### config.mk
export PLATFORM = sky130hd
export DESIGN_NAME = execute_stage
export DESIGN_NICKNAME = d
export VERILOG_FILES = /design/src/rtl/exec_pkg.sv /design/src/rtl/mul_iterative.sv /design/src/rtl/execute_stage.sv
export SDC_FILE = /design/constraint.sdc
export NUM_CORES = 1
export LEC_CHECK = 0
export BUFFER_PORTS_ARGS = -buffer_cell sky130_fd_sc_hd__buf_2
export CORE_MARGIN = 8
export CORE_UTILIZATION = 43
export CTS_CLUSTER_DIAMETER = 120
export CTS_CLUSTER_SIZE = 20
export DETAILED_ROUTE_END_ITERATION = 16
export SLEW_MARGIN = 20
export SYNTH_ARGS = -nofsm -noshare
export SYNTH_HDL_FRONTEND = slang
export SYNTH_SLANG_ARGS = --single-unit
### constraint.sdc
create_clock -name clk -period 14.4 [get_ports clk]
set_input_delay 3.6 -clock clk [delete_from_list [all_inputs] [get_ports clk]]
set_output_delay 3.6 -clock clk [all_outputs]
set_load 0.005 [all_outputs]
### src/rtl/exec_pkg.sv
// rtl/exec_pkg.sv - shared encodings for the execute stage and its iterative multiplier
package exec_pkg;

    localparam logic [3:0] ALU_ADD   = 4'b0000;
    localparam logic [3:0] ALU_SUB   = 4'b0001;
    localparam logic [3:0] ALU_AND   = 4'b0010;
    localparam logic [3:0] ALU_OR    = 4'b0011;
    localparam logic [3:0] ALU_XOR   = 4'b0100;
    localparam logic [3:0] ALU_SLT   = 4'b0101;
    localparam logic [3:0] ALU_SLTU  = 4'b0110;
    localparam logic [3:0] ALU_SLL   = 4'b0111;
    localparam logic [3:0] ALU_SRL   = 4'b1000;
    localparam logic [3:0] ALU_SRA   = 4'b1001;
    localparam logic [3:0] ALU_MUL   = 4'b1010;
    localparam logic [3:0] ALU_MULHU = 4'b1011;
    localparam logic [3:0] ALU_PASSB = 4'b1100;

    localparam logic [2:0] BR_EQ  = 3'b000;
    localparam logic [2:0] BR_NE  = 3'b001;
    localparam logic [2:0] BR_LT  = 3'b100;
    localparam logic [2:0] BR_GE  = 3'b101;
    localparam logic [2:0] BR_LTU = 3'b110;
    localparam logic [2:0] BR_GEU = 3'b111;

    localparam logic [1:0] FWD_REG = 2'b00;
    localparam logic [1:0] FWD_W   = 2'b01;
    localparam logic [1:0] FWD_M   = 2'b10;

    typedef enum logic [1:0] {
        MUL_IDLE = 2'b00,
        MUL_BUSY = 2'b01,
        MUL_DONE = 2'b10
    } mul_state_e;

    function automatic logic is_mul_op(input logic [3:0] op);
        return (op == ALU_MUL) || (op == ALU_MULHU);
    endfunction

endpackage

### src/rtl/mul_iterative.sv
// rtl/mul_iterative.sv - radix-2 shift-add multiplier, one partial product per cycle
module mul_iterative
    import exec_pkg::*;
#(
    parameter int XLEN      = 32,
    parameter int MUL_STEPS = 32
) (
    input  logic              clk,
    input  logic              reset,
    input  logic              start_i,
    input  logic [XLEN-1:0]   op_a_i,
    input  logic [XLEN-1:0]   op_b_i,
    output logic              busy_o,
    output logic              done_o,
    output logic [2*XLEN-1:0] product_o
);

    localparam int CNT_W = $clog2(MUL_STEPS);

    mul_state_e          state_q;
    logic                busy_q;
    logic                done_q;
    logic [XLEN-1:0]     mcand_q;
    logic [XLEN-1:0]     mplier_q;
    logic [2*XLEN-1:0]   acc_q;
    logic [CNT_W-1:0]    count_q;
    logic [XLEN:0]       partial;

    // Upper half gathers the partial sum while the whole accumulator shifts right,
    // so after MUL_STEPS steps the full product sits in acc_q.
    assign partial = {1'b0, acc_q[2*XLEN-1:XLEN]} + (mplier_q[0] ? {1'b0, mcand_q} : '0);

    always_ff @(posedge clk) begin
        if (reset) begin
            state_q  <= MUL_IDLE;
            busy_q   <= 1'b0;
            done_q   <= 1'b0;
            mcand_q  <= '0;
            mplier_q <= '0;
            acc_q    <= '0;
            count_q  <= '0;
        end else begin
            case (state_q)
                MUL_IDLE: begin
                    done_q <= 1'b0;
                    if (start_i) begin
                        mcand_q  <= op_a_i;
                        mplier_q <= op_b_i;
                        acc_q    <= '0;
                        count_q  <= '0;
                        busy_q   <= 1'b1;
                        state_q  <= MUL_BUSY;
                    end
                end
                MUL_BUSY: begin
                    acc_q    <= {partial, acc_q[XLEN-1:1]};
                    mplier_q <= mplier_q >> 1;
                    count_q  <= count_q + CNT_W'(1);
                    if (count_q == CNT_W'(MUL_STEPS - 1)) begin
                        busy_q  <= 1'b0;
                        done_q  <= 1'b1;
                        state_q <= MUL_DONE;
                    end
                end
                MUL_DONE: begin
                    done_q  <= 1'b0;
                    state_q <= MUL_IDLE;
                end
                default: begin
                    busy_q  <= 1'b0;
                    done_q  <= 1'b0;
                    state_q <= MUL_IDLE;
                end
            endcase
        end
    end

    assign busy_o    = busy_q;
    assign done_o    = done_q;
    assign product_o = acc_q;

endmodule

### src/rtl/execute_stage.sv
// rtl/execute_stage.sv - EX stage: forwarding, ALU, branch resolve, EX/MEM register; EXEC_PERF_CNT_EN adds counters
module execute_stage
    import exec_pkg::*;
#(
    parameter int XLEN      = 32,
    parameter int MUL_STEPS = 32
) (
    input  logic            clk,
    input  logic            reset,
    input  logic            reg_write_enE,
    input  logic            mem_write_enE,
    input  logic            jumpE,
    input  logic            branchE,
    input  logic            alu_srcE,
    input  logic            jalrE,
    input  logic [1:0]      result_srcE,
    input  logic [3:0]      alu_controlE,
    input  logic [2:0]      funct3E,
    input  logic [XLEN-1:0] RD1E,
    input  logic [XLEN-1:0] RD2E,
    input  logic [XLEN-1:0] pcE,
    input  logic [XLEN-1:0] imm_extE,
    input  logic [XLEN-1:0] pc_plus_4E,
    input  logic [4:0]      rdE,
    input  logic [1:0]      forward_aE,
    input  logic [1:0]      forward_bE,
    input  logic [XLEN-1:0] resultW,
    output logic            pc_srcE,
    output logic [XLEN-1:0] pc_targetE,
    output logic            stall_mulE,
    output logic            reg_write_enM,
    output logic            mem_write_enM,
    output logic [1:0]      result_srcM,
    output logic [XLEN-1:0] alu_resultM,
    output logic [XLEN-1:0] write_dataM,
    output logic [XLEN-1:0] pc_plus_4M,
    output logic [4:0]      rdM
`ifdef EXEC_PERF_CNT_EN
    ,
    output logic [XLEN-1:0] branch_taken_cntE,
    output logic [XLEN-1:0] mul_stall_cntE
`endif
);

    logic [XLEN-1:0]   src_a;
    logic [XLEN-1:0]   src_b;
    logic [XLEN-1:0]   write_data;
    logic [XLEN-1:0]   alu_result;
    logic [4:0]        shamt;
    logic              branch_cond;
    logic              is_mul;
    logic              stall;
    logic              mul_busy;
    logic              mul_done;
    logic [2*XLEN-1:0] mul_product;

    logic              reg_write_en_q, reg_write_en_d;
    logic              mem_write_en_q, mem_write_en_d;
    logic [1:0]        result_src_q,   result_src_d;
    logic [XLEN-1:0]   alu_result_q,   alu_result_d;
    logic [XLEN-1:0]   write_data_q,   write_data_d;
    logic [XLEN-1:0]   pc_plus_4_q,    pc_plus_4_d;
    logic [4:0]        rd_q,           rd_d;

    always_comb begin
        case (forward_aE)
            FWD_W:   src_a = resultW;
            FWD_M:   src_a = alu_result_q;
            default: src_a = RD1E;
        endcase
        case (forward_bE)
            FWD_W:   write_data = resultW;
            FWD_M:   write_data = alu_result_q;
            default: write_data = RD2E;
        endcase
    end

    assign src_b = alu_srcE ? imm_extE : write_data;
    assign shamt = src_b[4:0];

    always_comb begin
        alu_result = '0;
        case (alu_controlE)
            ALU_ADD:   alu_result = src_a + src_b;
            ALU_SUB:   alu_result = src_a - src_b;
            ALU_AND:   alu_result = src_a & src_b;
            ALU_OR:    alu_result = src_a | src_b;
            ALU_XOR:   alu_result = src_a ^ src_b;
            ALU_SLT:   alu_result = {{(XLEN-1){1'b0}}, ($signed(src_a) < $signed(src_b))};
            ALU_SLTU:  alu_result = {{(XLEN-1){1'b0}}, (src_a < src_b)};
            ALU_SLL:   alu_result = src_a << shamt;
            ALU_SRL:   alu_result = src_a >> shamt;
            ALU_SRA:   alu_result = $signed(src_a) >>> shamt;
            ALU_MUL:   alu_result = mul_product[XLEN-1:0];
            ALU_MULHU: alu_result = mul_product[2*XLEN-1:XLEN];
            ALU_PASSB: alu_result = src_b;
            default:   alu_result = '0;
        endcase
    end

    always_comb begin
        branch_cond = 1'b0;
        case (funct3E)
            BR_EQ:   branch_cond = (src_a == write_data);
            BR_NE:   branch_cond = (src_a != write_data);
            BR_LT:   branch_cond = ($signed(src_a) <  $signed(write_data));
            BR_GE:   branch_cond = ($signed(src_a) >= $signed(write_data));
            BR_LTU:  branch_cond = (src_a <  write_data);
            BR_GEU:  branch_cond = (src_a >= write_data);
            default: branch_cond = 1'b0;
        endcase
    end

    // The multiplier ignores start outside IDLE, so a MUL held in E during DONE
    // does not relaunch; the DONE cycle is the one that drops the stall.
    assign is_mul = is_mul_op(alu_controlE);
    assign stall  = mul_busy | (is_mul & ~mul_done);

    mul_iterative #(
        .XLEN      (XLEN),
        .MUL_STEPS (MUL_STEPS)
    ) u_mul (
        .clk       (clk),
        .reset     (reset),
        .start_i   (is_mul),
        .op_a_i    (src_a),
        .op_b_i    (src_b),
        .busy_o    (mul_busy),
        .done_o    (mul_done),
        .product_o (mul_product)
    );

    assign stall_mulE = stall;
    assign pc_srcE    = ~stall & (jumpE | (branchE & branch_cond));
    assign pc_targetE = jalrE ? ((src_a + imm_extE) & ~XLEN'(1)) : (pcE + imm_extE);

    always_comb begin
        reg_write_en_d = 1'b0;
        mem_write_en_d = 1'b0;
        result_src_d   = '0;
        alu_result_d   = '0;
        write_data_d   = '0;
        pc_plus_4_d    = '0;
        rd_d           = '0;
        if (!stall) begin
            reg_write_en_d = reg_write_enE;
            mem_write_en_d = mem_write_enE;
            result_src_d   = result_srcE;
            alu_result_d   = alu_result;
            write_data_d   = write_data;
            pc_plus_4_d    = pc_plus_4E;
            rd_d           = rdE;
        end
    end

    always_ff @(posedge clk) begin
        if (reset) begin
            reg_write_en_q <= 1'b0;
            mem_write_en_q <= 1'b0;
            result_src_q   <= '0;
            alu_result_q   <= '0;
            write_data_q   <= '0;
            pc_plus_4_q    <= '0;
            rd_q           <= '0;
        end else begin
            reg_write_en_q <= reg_write_en_d;
            mem_write_en_q <= mem_write_en_d;
            result_src_q   <= result_src_d;
            alu_result_q   <= alu_result_d;
            write_data_q   <= write_data_d;
            pc_plus_4_q    <= pc_plus_4_d;
            rd_q           <= rd_d;
        end
    end

    assign reg_write_enM = reg_write_en_q;
    assign mem_write_enM = mem_write_en_q;
    assign result_srcM   = result_src_q;
    assign alu_resultM   = alu_result_q;
    assign write_dataM   = write_data_q;
    assign pc_plus_4M    = pc_plus_4_q;
    assign rdM           = rd_q;

`ifdef EXEC_PERF_CNT_EN
    logic [XLEN-1:0] branch_taken_cnt_q;
    logic [XLEN-1:0] mul_stall_cnt_q;

    always_ff @(posedge clk) begin
        if (reset) begin
            branch_taken_cnt_q <= '0;
            mul_stall_cnt_q    <= '0;
        end else begin
            if (pc_srcE) branch_taken_cnt_q <= branch_taken_cnt_q + XLEN'(1);
            if (stall)   mul_stall_cnt_q    <= mul_stall_cnt_q + XLEN'(1);
        end
    end

    assign branch_taken_cntE = branch_taken_cnt_q;
    assign mul_stall_cntE    = mul_stall_cnt_q;
`endif

endmodule

==> results of run 1 <==
## layout make-up
class	count	area, sq um	share of cell area, %
clock inverter	6	81.33	0.3064
multi-input combinational	2609	17490	65.90
sequential	242	4845	18.25
timing repair buffer	430	2337	8.807
antenna	7	17.52	0.06600
clock buffer	18	429.2	1.617
inverter	122	457.9	1.726
tap	704	880.8	3.319
## worst max-delay path, stage by stage
cell	delay (ps)
buf_2	150
inv_1	60
ha_2	650
buf_4	460
o21ai_1	160
buf_4	220
ha_1	390
o211a_1	190
a221oi_2	80
o31ai_1	780
a211oi_2	240
nor4_1	290
buf_4	200
o21a_1	200
xor2_1	160
nor2_1	60
a21oi_1	420
buf_2	210
## Yosys cell counts (32+ instances only)
cell type / count
a211oi_1: 35
a21o_1: 56
a21oi_1: 302
a221o_1: 46
a221oi_1: 32
a22o_1: 53
a22oi_1: 79
a31oi_1: 44
and2_1: 93
buf_2: 36
clkbuf_1: 151
dfxtp_1: 242
ha_1: 226
inv_1: 116
mux2i_1: 112
nand2_1: 395
nand3_1: 53
nor2_1: 249
nor3_1: 59
o211ai_1: 44
o21a_1: 51
o21ai_0: 209
xnor2_1: 54
xor2_1: 41
## per-stage QoR
step / power, uW / utilization (%) / setup WS [ps] / instance area [sq um]
floorplan: 1490 / - / 3374 / 23590
global placement: 1998 / 47.58 / 2634 / 26010
detailed placement: 1999 / 47.59 / 2492 / 26010
CTS: 2516 / 48.52 / 2450 / 26520
global route: 2657 / 48.53 / 2077 / 26530
finish: 2569 / 48.55 / 2267 / 26540
## kinds of logic after synthesis
group,synth area share [%]
XOR/XNOR,3.528
multiplexers,5.634
AO/OA/AOI/OAI,33.06
buffers and inverters,5.729
flip-flops,20.54
adder cells (fa/ha/maj),12.41
AND/OR/NAND/NOR,19.09
## routing by layer
metal / wire length, microns / GRT usage (%)
met4: 8681 / 21.37
met5: 48 / 0
met3: 18430 / 13.85
met2: 54180 / 58.71
met1: 52570 / 52.21
## flip-flops by register name (all words and copies together) (netlist names)
| signal | cells |
|---|---|
| rdM | 5 |
| write_dataM | 32 |
| u_mul.busy_o | 1 |
| u_mul.product_o | 64 |
| u_mul.mplier_q | 32 |
| u_mul.mcand_q | 32 |
| mem_write_enM | 1 |
| u_mul.state_q | 2 |
| alu_resultM | 32 |
| reg_write_enM | 1 |
| result_srcM | 2 |
| pc_plus_4M | 32 |
| u_mul.done_o | 1 |
| u_mul.count_q | 5 |
## power groups by stage
stage	registers (uW)	clock network, uW	logic [uW]
after floorplan	732	0	758
after global placement	743	0	1250
after detailed placement	743	0	1260
after CTS	728	527	1260
after global routing	731	547	1380
final	730	517	1320
## final timing paths
check	start	end	slack (ps)	depth (start not counted)
min	u_mul.mcand_q[22]$_SDFFE_PP0P_	u_mul.mcand_q[22]$_SDFFE_PP0P_	460	2
min reg2reg	u_mul.mcand_q[22]$_SDFFE_PP0P_	u_mul.mcand_q[22]$_SDFFE_PP0P_	460	2
max reg2reg	alu_resultM[6]$_SDFF_PP0_	alu_resultM[31]$_SDFF_PP0_	8600	14
max	forward_aE[0]	pc_targetE[27]	2270	18
==> results.py, run 1 <==
metrics = {
    "power_and_ir_drop": {
        "p_per_area_nw_per_um2": 96.79,
        "p_sw_uw": 1202,
        "pwr-share-seq_pct": 28.4,
        "p_clk_share_pct": 20.1,
        "intPower_uw": 1366,
        "swShare_pct": 46.81,
        "p_leak_uw": 0.01181,
        "ir_worst_vdd_uv": 87.52,
        "combPwrFrac_pct": 51.4,
    },
    "sta": {
        "fin_tns_setup_ps": 0,
        "fin_crit_ps": 12130,
        "fin_skew_ps": 19.16,
        "period_share_pct": 84.26,
        "hold_ws_ps": 457.9,
        "slew_violations": 0,
        "max_freq_mhz": 82.42,
        "finalHoldViolCount": 0,
        "worst_pin_slew_ps": 1349,
        "rsz0062_at_grt": "no",
        "setup_viol": 0,
        "slew_headroom_pct": 9.485,
    },
    "hold_path": {
        "holdCritPathClass": "flip-flop to flip-flop",
    },
    "cells_and_area": {
        "layout.cells.most_common": "nand2_1",
        "instances_no_fill": 4138,
        "mostFrequentLayoutCells": "395 x nand2_1, 356 x buf_2, 302 x a21oi_1, 243 x nor2_1, 242 x dfxtp_1",
        "drive_above_1_share_pct": 15.23,
        "fillers": 5532,
        "syn2layout_area_growth_pct": 12.52,
        "layout.nets": 3871,
    },
    "routing": {
        "drtIter0Drc": 3957,
        "via_count": 27890,
        "drc": 0,
        "wl_per_cell_microns": 32.36,
        "drtPass1Iterations": 6,
        "routed_via_density": 6.740,
        "ant_nets": 0,
        "drt_wl_total_microns": 133900,
    },
    "synth": {
        "yosysUniqueCellTypes": 87,
        "syn_avg_cell_area_sq_um": 7.401,
        "synth_enable_flop_cells": 0,
        "synth_seq_area_share_pct": 20.54,
        "synthFlopType": "dfxtp_1",
        "ys_seq_elements": 242,
        "async_flop_share_pct": 0,
        "postSynthCellCount": 3187,
        "synth_top_area_share_pct": 20.54,
        "synth_top_cell_by_area": "dfxtp_1",
        "ys.warnings.count": 0,
        "yosys-top-cells-area": "dfxtp_1 21%, ha_1 12%, a21oi_1 6.4%",
        "syn_nets": 3636,
        "syn_area_sq_um": 23590,
    },
    "clock_tree": {
        "path_clk_slew_ps": 80,
        "hold_buffers": 0,
        "clock-sinks": 242,
        "clk_path_buf_depth": 3,
        "post_cts_buffers": 0,
        "cts_made_buffers": 17,
        "insertion_delay_ps": 560,
        "cts-root-buf": "clkbuf_16",
        "cts_resized": 0,
        "tritoncts": "done",
        "htree_levels": 1,
    },
    "global_routing": {
        "grt_start_max_net_pins": 66,
        "grt_pass1_wl_microns": 189700,
        "grt_antenna_before_repair": 17,
        "grt_overflow_total": 0,
        "grt_pass1_vias": 26220,
        "grt_usage_pct": 40.41,
    },
    "worst_setup_path": {
        "critPathMaxFanout": 38,
        "required_ps": 10800,
        "path_class": "input pin to output port",
        "cp.arrival_ps": 8530,
        "endpoint_kind": "output port",
        "start_kind": "input pin",
    },
    "run_status": {
        "status": "completed",
    },
    "floorplan": {
        "ios": 357,
        "die_w_microns": 250.2,
        "initial_core_util_pct": 43.15,
        "num_rows": 86,
        "coreArea_sq_um": 54660,
        "die_area_sq_um": 62600,
        "dieHeight_microns": 250.2,
    },
    "placed_design": {
        "dp_hpwl_microns": 106200,
        "routabilityCongestion": 1.079,
        "numPortBuffers": 356,
        "placed_cells": 4107,
    },
    "job": {
        "maxCapViolations": 0,
    },
}
(Power assumes the default switching activity.)
==> run 2, diff against run 1 <==
PLACE_DENSITY = 0.65   (was not set)
clock period = 10.2 ns   (was 14.4 ns; I/O delays follow)
==> run 2 against run 1 <==
Global-route usage fell by 5.8 points. Via count fell by 2.5%. Largest cell class unchanged. Combinational power rose by 34%.
==> results.py, run 2 (synthesized netlist as in run 1, its figures left out) <==
metrics = {
    "global_routing": {
        "grt_pass1_wl_microns": 167800,
        "grt_antenna_before_repair": 12,
        "grt_overflow_total": 0,
        "grt_pass1_vias": 25240,
        "grt_start_max_net_pins": 66,
        "grt_usage_pct": 34.62,
    },
    "power_and_ir_drop": {
        "p_sw_uw": 1561,
        "pwr-share-seq_pct": 29.4,
        "p_clk_share_pct": 19.8,
        "p_per_area_nw_per_um2": 131.2,
        "swShare_pct": 44.77,
        "combPwrFrac_pct": 50.8,
        "intPower_uw": 1926,
        "p_leak_uw": 0.01184,
        "ir_worst_vdd_uv": 80.39,
    },
    "clock_tree": {
        "clock-sinks": 242,
        "hold_buffers": 0,
        "cts_resized": 0,
        "htree_levels": 1,
        "path_clk_slew_ps": 90,
        "tritoncts": "done",
        "post_cts_buffers": 0,
        "clk_path_buf_depth": 3,
        "cts_made_buffers": 16,
        "cts-root-buf": "clkbuf_16",
        "insertion_delay_ps": 540,
    },
    "routing": {
        "drt_wl_total_microns": 115600,
        "drtPass1Iterations": 7,
        "drtIter0Drc": 3771,
        "via_count": 27180,
        "ant_nets": 0,
        "routed_via_density": 6.561,
        "drc": 0,
        "wl_per_cell_microns": 27.91,
    },
    "sta": {
        "fin_skew_ps": 14.09,
        "rsz0062_at_grt": "no",
        "fin_crit_ps": 9738,
        "fin_tns_setup_ps": 0,
        "max_freq_mhz": 102.7,
        "slew_headroom_pct": 17.59,
        "slew_violations": 0,
        "setup_viol": 0,
        "worst_pin_slew_ps": 1225,
        "finalHoldViolCount": 0,
        "hold_ws_ps": 455.3,
        "period_share_pct": 95.47,
    },
    "cells_and_area": {
        "fillers": 5614,
        "regArea_sq_um": 4845,
        "largest_reg_flops": 64,
        "drive_above_1_share_pct": 15.38,
        "syn2layout_area_growth_pct": 12.64,
        "multi_input_area_sq_um": 17480,
        "layout.cells.most_common": "nand2_1",
        "layout.nets": 3880,
        "mostFrequentLayoutCells": "395 x nand2_1, 355 x buf_2, 302 x a21oi_1, 244 x nor2_1, 242 x dfxtp_1",
    },
    "worst_setup_path": {
        "required_ps": 7650,
        "path_class": "input pin to output port",
        "cp.arrival_ps": 7190,
        "start_kind": "input pin",
        "critPathMaxFanout": 22,
        "endpoint_kind": "output port",
    },
    "job": {
        "maxCapViolations": 0,
    },
    "placed_design": {
        "dp_hpwl_microns": 92210,
        "routabilityCongestion": 1.080,
        "numPortBuffers": 356,
    },
    "floorplan": {
        "die_w_microns": 250.2,
        "coreArea_sq_um": 54660,
        "ios": 357,
        "die_area_sq_um": 62600,
        "initial_core_util_pct": 43.15,
        "dieHeight_microns": 250.2,
        "num_rows": 86,
    },
    "run_status": {
        "status": "completed",
    },
    "hold_path": {
        "holdCritPathClass": "flip-flop to flip-flop",
    },
}
-- run 2: layout make-up --
class                      instances  share of cell area [%]
multi-input combinational       2609                   65.80
sequential                       242                   18.23
timing repair buffer             440                   9.089
tap                              704                   3.315
inverter                         122                   1.724
clock buffer                      18                   1.615
clock inverter                     3                  0.1742
antenna                            5                 0.04709
-- run 2: worst max-delay path, stage by stage --
cell and delay [ps]:
buf_2 120, inv_1 50, ha_1 890, a22oi_1 160, o21a_1 290, inv_1 240, ha_1 260, and3_1 190
nand2_1 60, o31ai_1 630, a211oi_2 210, nor4_1 580, o21a_1 330, a31oi_1 150, xor2_1 170, mux2i_1 140
buf_2 150
-- run 2: power groups by stage --
stage	Combinational [uW]	Clock (uW)	Sequential (uW)
floorplan	1070	0	1030
global placement	1690	0	1050
detailed placement	1680	0	1050
CTS	1690	709	1020
global route	1860	735	1030
finish	1770	691	1030
-- run 2: worst paths after layout --
kind / startpoint / endpoint / slack (ps) / depth (start not counted)
min reg2reg: u_mul.mcand_q[22]$_SDFFE_PP0P_ / u_mul.mcand_q[22]$_SDFFE_PP0P_ / 460 / 2
min: u_mul.mcand_q[22]$_SDFFE_PP0P_ / u_mul.mcand_q[22]$_SDFFE_PP0P_ / 460 / 2
max: forward_aE[1] / pc_targetE[29] / 460 / 17
max reg2reg: alu_resultM[18]$_SDFF_PP0_ / alu_resultM[30]$_SDFF_PP0_ / 4770 / 14
-- run 2: stage by stage --
stage	setup WS [ps]	util, %	total power, uW	std cells	cell area [sq um]
finish	461.7	48.60	3487	4143	26570
global route	343.0	48.60	3626	4142	26570
floorplan	1274	-	2103	3187	23590
detailed placement	711.9	47.70	2731	4117	26070
global placement	762.5	47.70	2740	4117	26070
CTS	679.2	48.57	3426	4138	26550
-- run 2: routing by layer --
layer / wire length [microns] / global-route usage, % / up-vias
li1: - / - / 12230
met1: 45500 / 44.08 / 12840
met2: 49420 / 53.18 / 1755
met3: 14300 / 10.11 / 344
met4: 6360 / 16.68 / 8
met5: 55 / 0 / -
